`config.mk`:
```
export PLATFORM = sky130hd
export DESIGN_NAME = pipe_stage_reg
export DESIGN_NICKNAME = d
export VERILOG_FILES = /design/src/rtl/pipe_stage_reg.sv
export SDC_FILE = /design/constraint.sdc
export NUM_CORES = 1
export LEC_CHECK = 0
export ABC_AREA = 1
export ABC_CLOCK_PERIOD_IN_PS = 2500
export CORE_MARGIN = 2
export CORE_UTILIZATION = 50
export DETAILED_ROUTE_END_ITERATION = 16
export PLACE_DENSITY = 0.8
export SETUP_SLACK_MARGIN = 0.02
export SLEW_MARGIN = 20
export SYNTH_ARGS = -nofsm -noshare
export SYNTH_HDL_FRONTEND = slang
export SYNTH_SLANG_ARGS = --single-unit
```
`constraint.sdc`:
```
create_clock -name clk -period 2.5 [get_ports clk]
set_input_delay 0.375 -clock clk [delete_from_list [all_inputs] [get_ports clk]]
set_output_delay 0.375 -clock clk [all_outputs]
set_load 0.02 [all_outputs]
```
`src/rtl/pipe_stage_reg.sv`:
```
// Pipeline boundary register: valid/ready handshake with a 2-entry skid buffer and bubble-on-flush.
// Optional perf counters (stall_cnt, bubble_cnt) are built when PIPE_STAGE_PERF_EN is defined.
module pipe_stage_reg #(
  parameter int unsigned CTRL_W = 16,
  parameter int unsigned DATA_W = 160,
  parameter int unsigned CNT_W  = 32
) (
  input  logic              clk,
  input  logic              rst_n,
  input  logic              flush,
  input  logic              in_valid,
  output logic              in_ready,
  input  logic [CTRL_W-1:0] in_ctrl,
  input  logic [DATA_W-1:0] in_data,
  output logic              out_valid,
  input  logic              out_ready,
  output logic [CTRL_W-1:0] out_ctrl,
  output logic [DATA_W-1:0] out_data
`ifdef PIPE_STAGE_PERF_EN
  ,
  output logic [CNT_W-1:0]  stall_cnt,
  output logic [CNT_W-1:0]  bubble_cnt
`endif
);

  if (CTRL_W < 1 || DATA_W < 1 || CNT_W < 1) begin : g_bad_width
    $error("pipe_stage_reg: CTRL_W, DATA_W and CNT_W must all be at least 1");
  end

  logic              m_valid_q, m_valid_d;
  logic [CTRL_W-1:0] m_ctrl_q,  m_ctrl_d;
  logic [DATA_W-1:0] m_data_q,  m_data_d;
  logic              s_valid_q, s_valid_d;
  logic [CTRL_W-1:0] s_ctrl_q,  s_ctrl_d;
  logic [DATA_W-1:0] s_data_q,  s_data_d;
  logic              in_ready_q, in_ready_d;
  logic              in_fire, out_fire;

  assign in_fire  = in_valid && in_ready_q;
  assign out_fire = m_valid_q && out_ready;

  always_comb begin
    m_valid_d = m_valid_q;
    m_ctrl_d  = m_ctrl_q;
    m_data_d  = m_data_q;
    s_valid_d = s_valid_q;
    s_ctrl_d  = s_ctrl_q;
    s_data_d  = s_data_q;
    if (flush) begin
      // Data fields are left as-is; only the control fields are zeroed to form a bubble.
      m_valid_d = 1'b0;
      s_valid_d = 1'b0;
      m_ctrl_d  = '0;
      s_ctrl_d  = '0;
    end else if (s_valid_q) begin
      if (out_ready) begin
        m_valid_d = 1'b1;
        m_ctrl_d  = s_ctrl_q;
        m_data_d  = s_data_q;
        s_valid_d = 1'b0;
      end
    end else if (in_fire) begin
      if (!m_valid_q || out_ready) begin
        m_valid_d = 1'b1;
        m_ctrl_d  = in_ctrl;
        m_data_d  = in_data;
      end else begin
        s_valid_d = 1'b1;
        s_ctrl_d  = in_ctrl;
        s_data_d  = in_data;
      end
    end else if (out_fire) begin
      m_valid_d = 1'b0;
      m_ctrl_d  = '0;
    end
    // Ready is the registered complement of next skid occupancy, so out_ready never reaches in_ready combinationally.
    in_ready_d = !s_valid_d;
  end

  always_ff @(posedge clk or negedge rst_n) begin
    if (!rst_n) begin
      m_valid_q  <= 1'b0;
      m_ctrl_q   <= '0;
      m_data_q   <= '0;
      s_valid_q  <= 1'b0;
      s_ctrl_q   <= '0;
      s_data_q   <= '0;
      in_ready_q <= 1'b1;
    end else begin
      m_valid_q  <= m_valid_d;
      m_ctrl_q   <= m_ctrl_d;
      m_data_q   <= m_data_d;
      s_valid_q  <= s_valid_d;
      s_ctrl_q   <= s_ctrl_d;
      s_data_q   <= s_data_d;
      in_ready_q <= in_ready_d;
    end
  end

  assign in_ready  = in_ready_q;
  assign out_valid = m_valid_q;
  assign out_ctrl  = m_valid_q ? m_ctrl_q : '0;
  assign out_data  = m_data_q;

`ifdef PIPE_STAGE_PERF_EN
  logic [CNT_W-1:0] stall_cnt_q,  stall_cnt_d;
  logic [CNT_W-1:0] bubble_cnt_q, bubble_cnt_d;

  always_comb begin
    stall_cnt_d  = stall_cnt_q;
    bubble_cnt_d = bubble_cnt_q;
    if (m_valid_q && !out_ready) stall_cnt_d = stall_cnt_q + CNT_W'(1);
    if (!m_valid_q) bubble_cnt_d = bubble_cnt_q + CNT_W'(1);
  end

  always_ff @(posedge clk or negedge rst_n) begin
    if (!rst_n) begin
      stall_cnt_q  <= '0;
      bubble_cnt_q <= '0;
    end else begin
      stall_cnt_q  <= stall_cnt_d;
      bubble_cnt_q <= bubble_cnt_d;
    end
  end

  assign stall_cnt  = stall_cnt_q;
  assign bubble_cnt = bubble_cnt_q;
`endif

endmodule

```
=== Word level (Yosys, flattened, before mapping) ===
Cells that the tools add are included.

* Output and inout port bits: 178
* Flip-flop bits (word level): 355
* Logic and storage cells: 54
* Bits in latches: 0
* Bits of input ports: 181
* RAM bits: 0
* Memories kept: 0
* Bits in read-only memories: 0

* Shift-type cells: 0
* Reduce and logical (&&, ||, !) cells: 13
* Add/subtract/negate cells: 0
* Bitwise operators: 3
* $lt $le $gt $ge: 0
* $mul: 0
* Equal/unequal tests: 5
* Div/mod/pow operators: 0
* Mux-type cells: 26

{| class="wikitable"
|+ Operators with widths
! kind !! number
|-
| $mux W160 || 4
|-
| $mux W16 || 11
|-
| $mux W1 || 11
|-
| $reduce_and A4 Y1 || 2
|-
| $ne A2 B2 Y1 const B || 3
|-
| $reduce_and A3 Y1 || 2
|-
| $reduce_bool A2 Y1 || 3
|-
| $ne A4 B3 Y1 const B || 1
|-
| $reduce_bool A4 Y1 || 1
|-
| $ne A3 B3 Y1 const B || 1
|-
| $not A1 Y1 || 3
|-
| $logic_and A1 B1 Y1 || 2
|-
| $logic_not A1 Y1 || 2
|-
| $logic_or A1 B1 Y1 || 1
|}

=== Logic depth before layout (Yosys ltp) ===
* Depth after elaboration: 7
* Mapped depth: 9
* Mapped depth without buffers: 7

=== Worst setup path before layout ===
Ideal clock, no wire load.

* Kind: register to output
* Start: reg m_valid_q (netlist: out_valid)
* End: out out_ctrl[10]
* Cell stages (with the launch flop): 5
* Slack: 955 ps
* Data arrival time: 1170 ps
* Required time: 2125 ps
* Buffers on the path: 2
* Cells stage by stage: dfrtp_1 > buf_2 > buf_1 > nand2_1 > inv_1

* Cells in the longest elaborated chain, start to end: 1

{| class="wikitable"
|+ Ends and longest elaborated chain
! what !! RTL line !! source
|-
| start: declaration || 30 || <nowiki>logic m_valid_q, m_valid_d;</nowiki>
|-
| start signal: assignment || 90 || <nowiki>m_valid_q <= m_valid_d;</nowiki>
|-
| $mux W16 || 102 || <nowiki>assign out_ctrl = m_valid_q ? m_ctrl_q : '0;</nowiki>
|-
| end: declaration || 17 || <nowiki>output logic [CTRL_W-1:0] out_ctrl,</nowiki>
|}

Every way passes these cells.

=== Worst setup path in the final report ===
* Start: reg m_valid_q (netlist: out_valid)
* End: out out_ctrl[14]

Same word-level chain as after synthesis.

==> impl_metrics.toml <==
[sta]
slew_viol_final = 0
finalHoldViolCount = 0
grt_setup_unrepaired = "no"
clock-skew-final_ps = 16.2
final-setup-viol-count = 0
tightest_slew_ps = 976
hold_slack_ps = 439
slew_headroom_pct = 34.7
achievable-frequency_mhz = 440
timing.final.crit_share_pct = 91.0
timing.final.crit_period_ps = 2280
totalNegativeSetupSlack_ps = 0

[min_path]
path_class_of_the_lowest_slack_min_delay_path = "input port to async pin"

[grt]
global_router_s_overall_resource_usage_pct = 25.3
antenna_found_initial = 1
grt_start_max_net_pins = 169
vias_in_the_first_global_route = 12940
grt_first_pass_wirelength_um = 64500
global_route.overflow_total = 0

[placement]
place_hpwl_um = 27100
count_of_buffers_inserted_at_the_top_level_ports = 358
globalplace.congestion = 0.828
placed_cell_area_mm2 = 0.0191

[cells_and_area]
final_core_util_pct = 68.9
final_area_mm2 = 0.0204
design.final.nets = 2266
post_route_cells_drive_above_1_share_pct = 5.11
synthToLayoutAreaGrowth_pct = 35.7

[setup_path]
crit_type = "flip-flop to primary output"
worst_setup_path_start_kind = "flip-flop"
worst_ep_required_time_ps = 2120
arrival_ps = 1900
critical_path.cell_chain = "nand2_1 > inv_1 > clkdlybuf4s50_1"
highest_cell_delay_on_the_worst_timing_path_ps = 610
cpMaxStageDelayCell = "sky130_fd_sc_hd__clkdlybuf4s50_1"
setup.worst_path.end_class = "primary output"
timing.critical_path.buf_inv = 2
rr_startpoint = "in_ready"
worst_path_dominant_cell_family = "buffers and inverters"
startpoint = "out_valid"
rrSetupSlack_ps = 640
path_max_fanout = 22

[synth]
synth_area_mm2 = 0.0151
syn_inst = 1763
synth_seq_cells = 355
synth_nets = 1944
synth_warnings = 0
syn-mean-instance-area_um2 = 8.54
synth_sequential_area_ratio_pct = 59.0
yosys.cell_types.count = 17

[floorplanning]
area_of_the_die_mm2 = 0.0315
pin_count = 359
die_height_um = 178
start_util_pct = 50.8
placementRows = 63
die_w_um = 178
placeableCoreArea_mm2 = 0.0296

[clock_tree]
clk_pin_slew_worst_paths_ps = 60
cts-root-to-sink-buffers = 3
cts_root_buffer = "sky130_fd_sc_hd__clkbuf_16"
tritoncts_num_sinks = 355
clock_insertion_delay_worst_skew_ps = 520
cts_setup_buffers = 0
tritoncts_clock_tree = "done"
cts_inserted_buffers = 38
cts_htree_levels = 2

[drt]
post-route-drc-count = 0
routed-via-count = 12906
detail_route.vias_per_cell = 5.15
drt_first_iter_violations = 990
drt-pass1-iter-count = 6
route.antenna.remaining_nets = 0
wirelength_um = 39600
post_drt_wl_per_cell_um = 15.8

[power_and_ir_drop]
power_density_mw_per_mm2 = 888
p_leak_nw = 10.2
post-layout-total-power_mw = 18.1
ir_drop_mv = 0.555

[outcome]
outcome = "finished clean"

[run]
max_cap_violations = 0
==> state kept, by name, summed over array words and instances (netlist names) <==
register / count
m_ctrl_q: 16
in_ready: 1
s_valid_q: 1
s_ctrl_q: 16
s_data_q: 160
out_valid: 1
out_data: 160
==> per-layer routing <==
metal	GRT usage, %	up-vias	share of wire [%]
met5	0	-	0
met4	10.6	0	4.4
met3	7.03	109	8.5
met2	41.8	435	48
met1	31.5	6127	39
li1	-	6235	-
==> cells in the final DEF, fill, tap and decap left out, drive strengths merged <==
| cell | instances |
|---|---|
| buf | 37 |
| bufinv | 5 |
| clkbuf | 55 |
| clkdlybuf4s50 | 357 |
| clkinv | 6 |
| clkinvlp | 1 |
| dfrtp | 354 |
| dfstp | 1 |
| diode | 1 |
| dlygate4sd3 | 1 |
| inv | 154 |
| mux2i | 29 |
| nand2 | 639 |
| nand3 | 25 |
| nor2 | 9 |
| o21ai | 440 |
==> logic make-up (layout without fill, tap and decap cells) <==
kind of cell    Yosys count  after routing  synth area share [%]
flops                   355            355                  59.0
simple gates            673            673                  17.1
mux                      29             29                  1.93
other cells               0              1                     0
compound gates          440            440                  14.7
buf+inv                 266            616                  7.27
==> synthesized netlist by cell type, drive strengths merged <==
cell type	count	share of area, %
inv	153	3.8
mux2i	29	1.9
dfstp	1	0.17
nor2	9	0.34
o21ai	440	15
nand3	25	0.86
dfrtp	354	59
nand2	639	16
clkbuf	42	1.0
buf	71	2.4
==> worst register-to-register path, stage by stage, from the launching register on <==
cell	delay, ps
sky130_fd_sc_hd__dfstp_2	550
sky130_fd_sc_hd__nand2_1	90
sky130_fd_sc_hd__nor2_1	320
sky130_fd_sc_hd__o21ai_4	120
sky130_fd_sc_hd__buf_12	210
sky130_fd_sc_hd__buf_4	250
sky130_fd_sc_hd__nand2_1	80
sky130_fd_sc_hd__o21ai_0	110
==> power by group <==
| group | switching, mW | leakage (nW) | internal, mW |
|---|---|---|---|
| Clock | 2.23 | 0.652 | 3.64 |
| Sequential | 0.802 | 4.49 | 7.19 |
| Combinational | 2.31 | 5.06 | 1.97 |
| Total | 5.34 | 10.2 | 12.8 |
==> metrics by stage <==
step	worst slack [ps]	std cells
after CTS	213	2503
after detailed placement	291	2434
after global routing	116	2504
after global placement	370	2434
final	225	2504
after floorplan	955	1763
==> what timing repair did <==
action / CTS / global route
hold endpoints to repair: 59 / 0
hold buffers: 1 / 0
gates resized for setup: 1 / 0
endpoints found under the setup margin: 8 / 0
==> final timing paths <==
| path | to | cells after the start |
|---|---|---|
| min in group clk | s_data_q[130] | 3 |
| max reg2reg | out_data[46] | 7 |
| min reg2reg | s_data_q[146] | 2 |
| max in group asynchronous | out_data[92] | 3 |
| max | out_ctrl[14] | 3 |
| min | out_data[158] | 2 |
==> area by class of cell <==
class                   instances  area, um^2
fillers                      2313        9210
repair buffers                395        4060
multi-input cells            1142        5090
well taps                     390         488
flip-flops and latches        355        8890
clock inverters                13         196
inverters                     153         579
diodes                          1        2.50
clock buffers                  55        1130
Power figures use the tool's default switching activity.
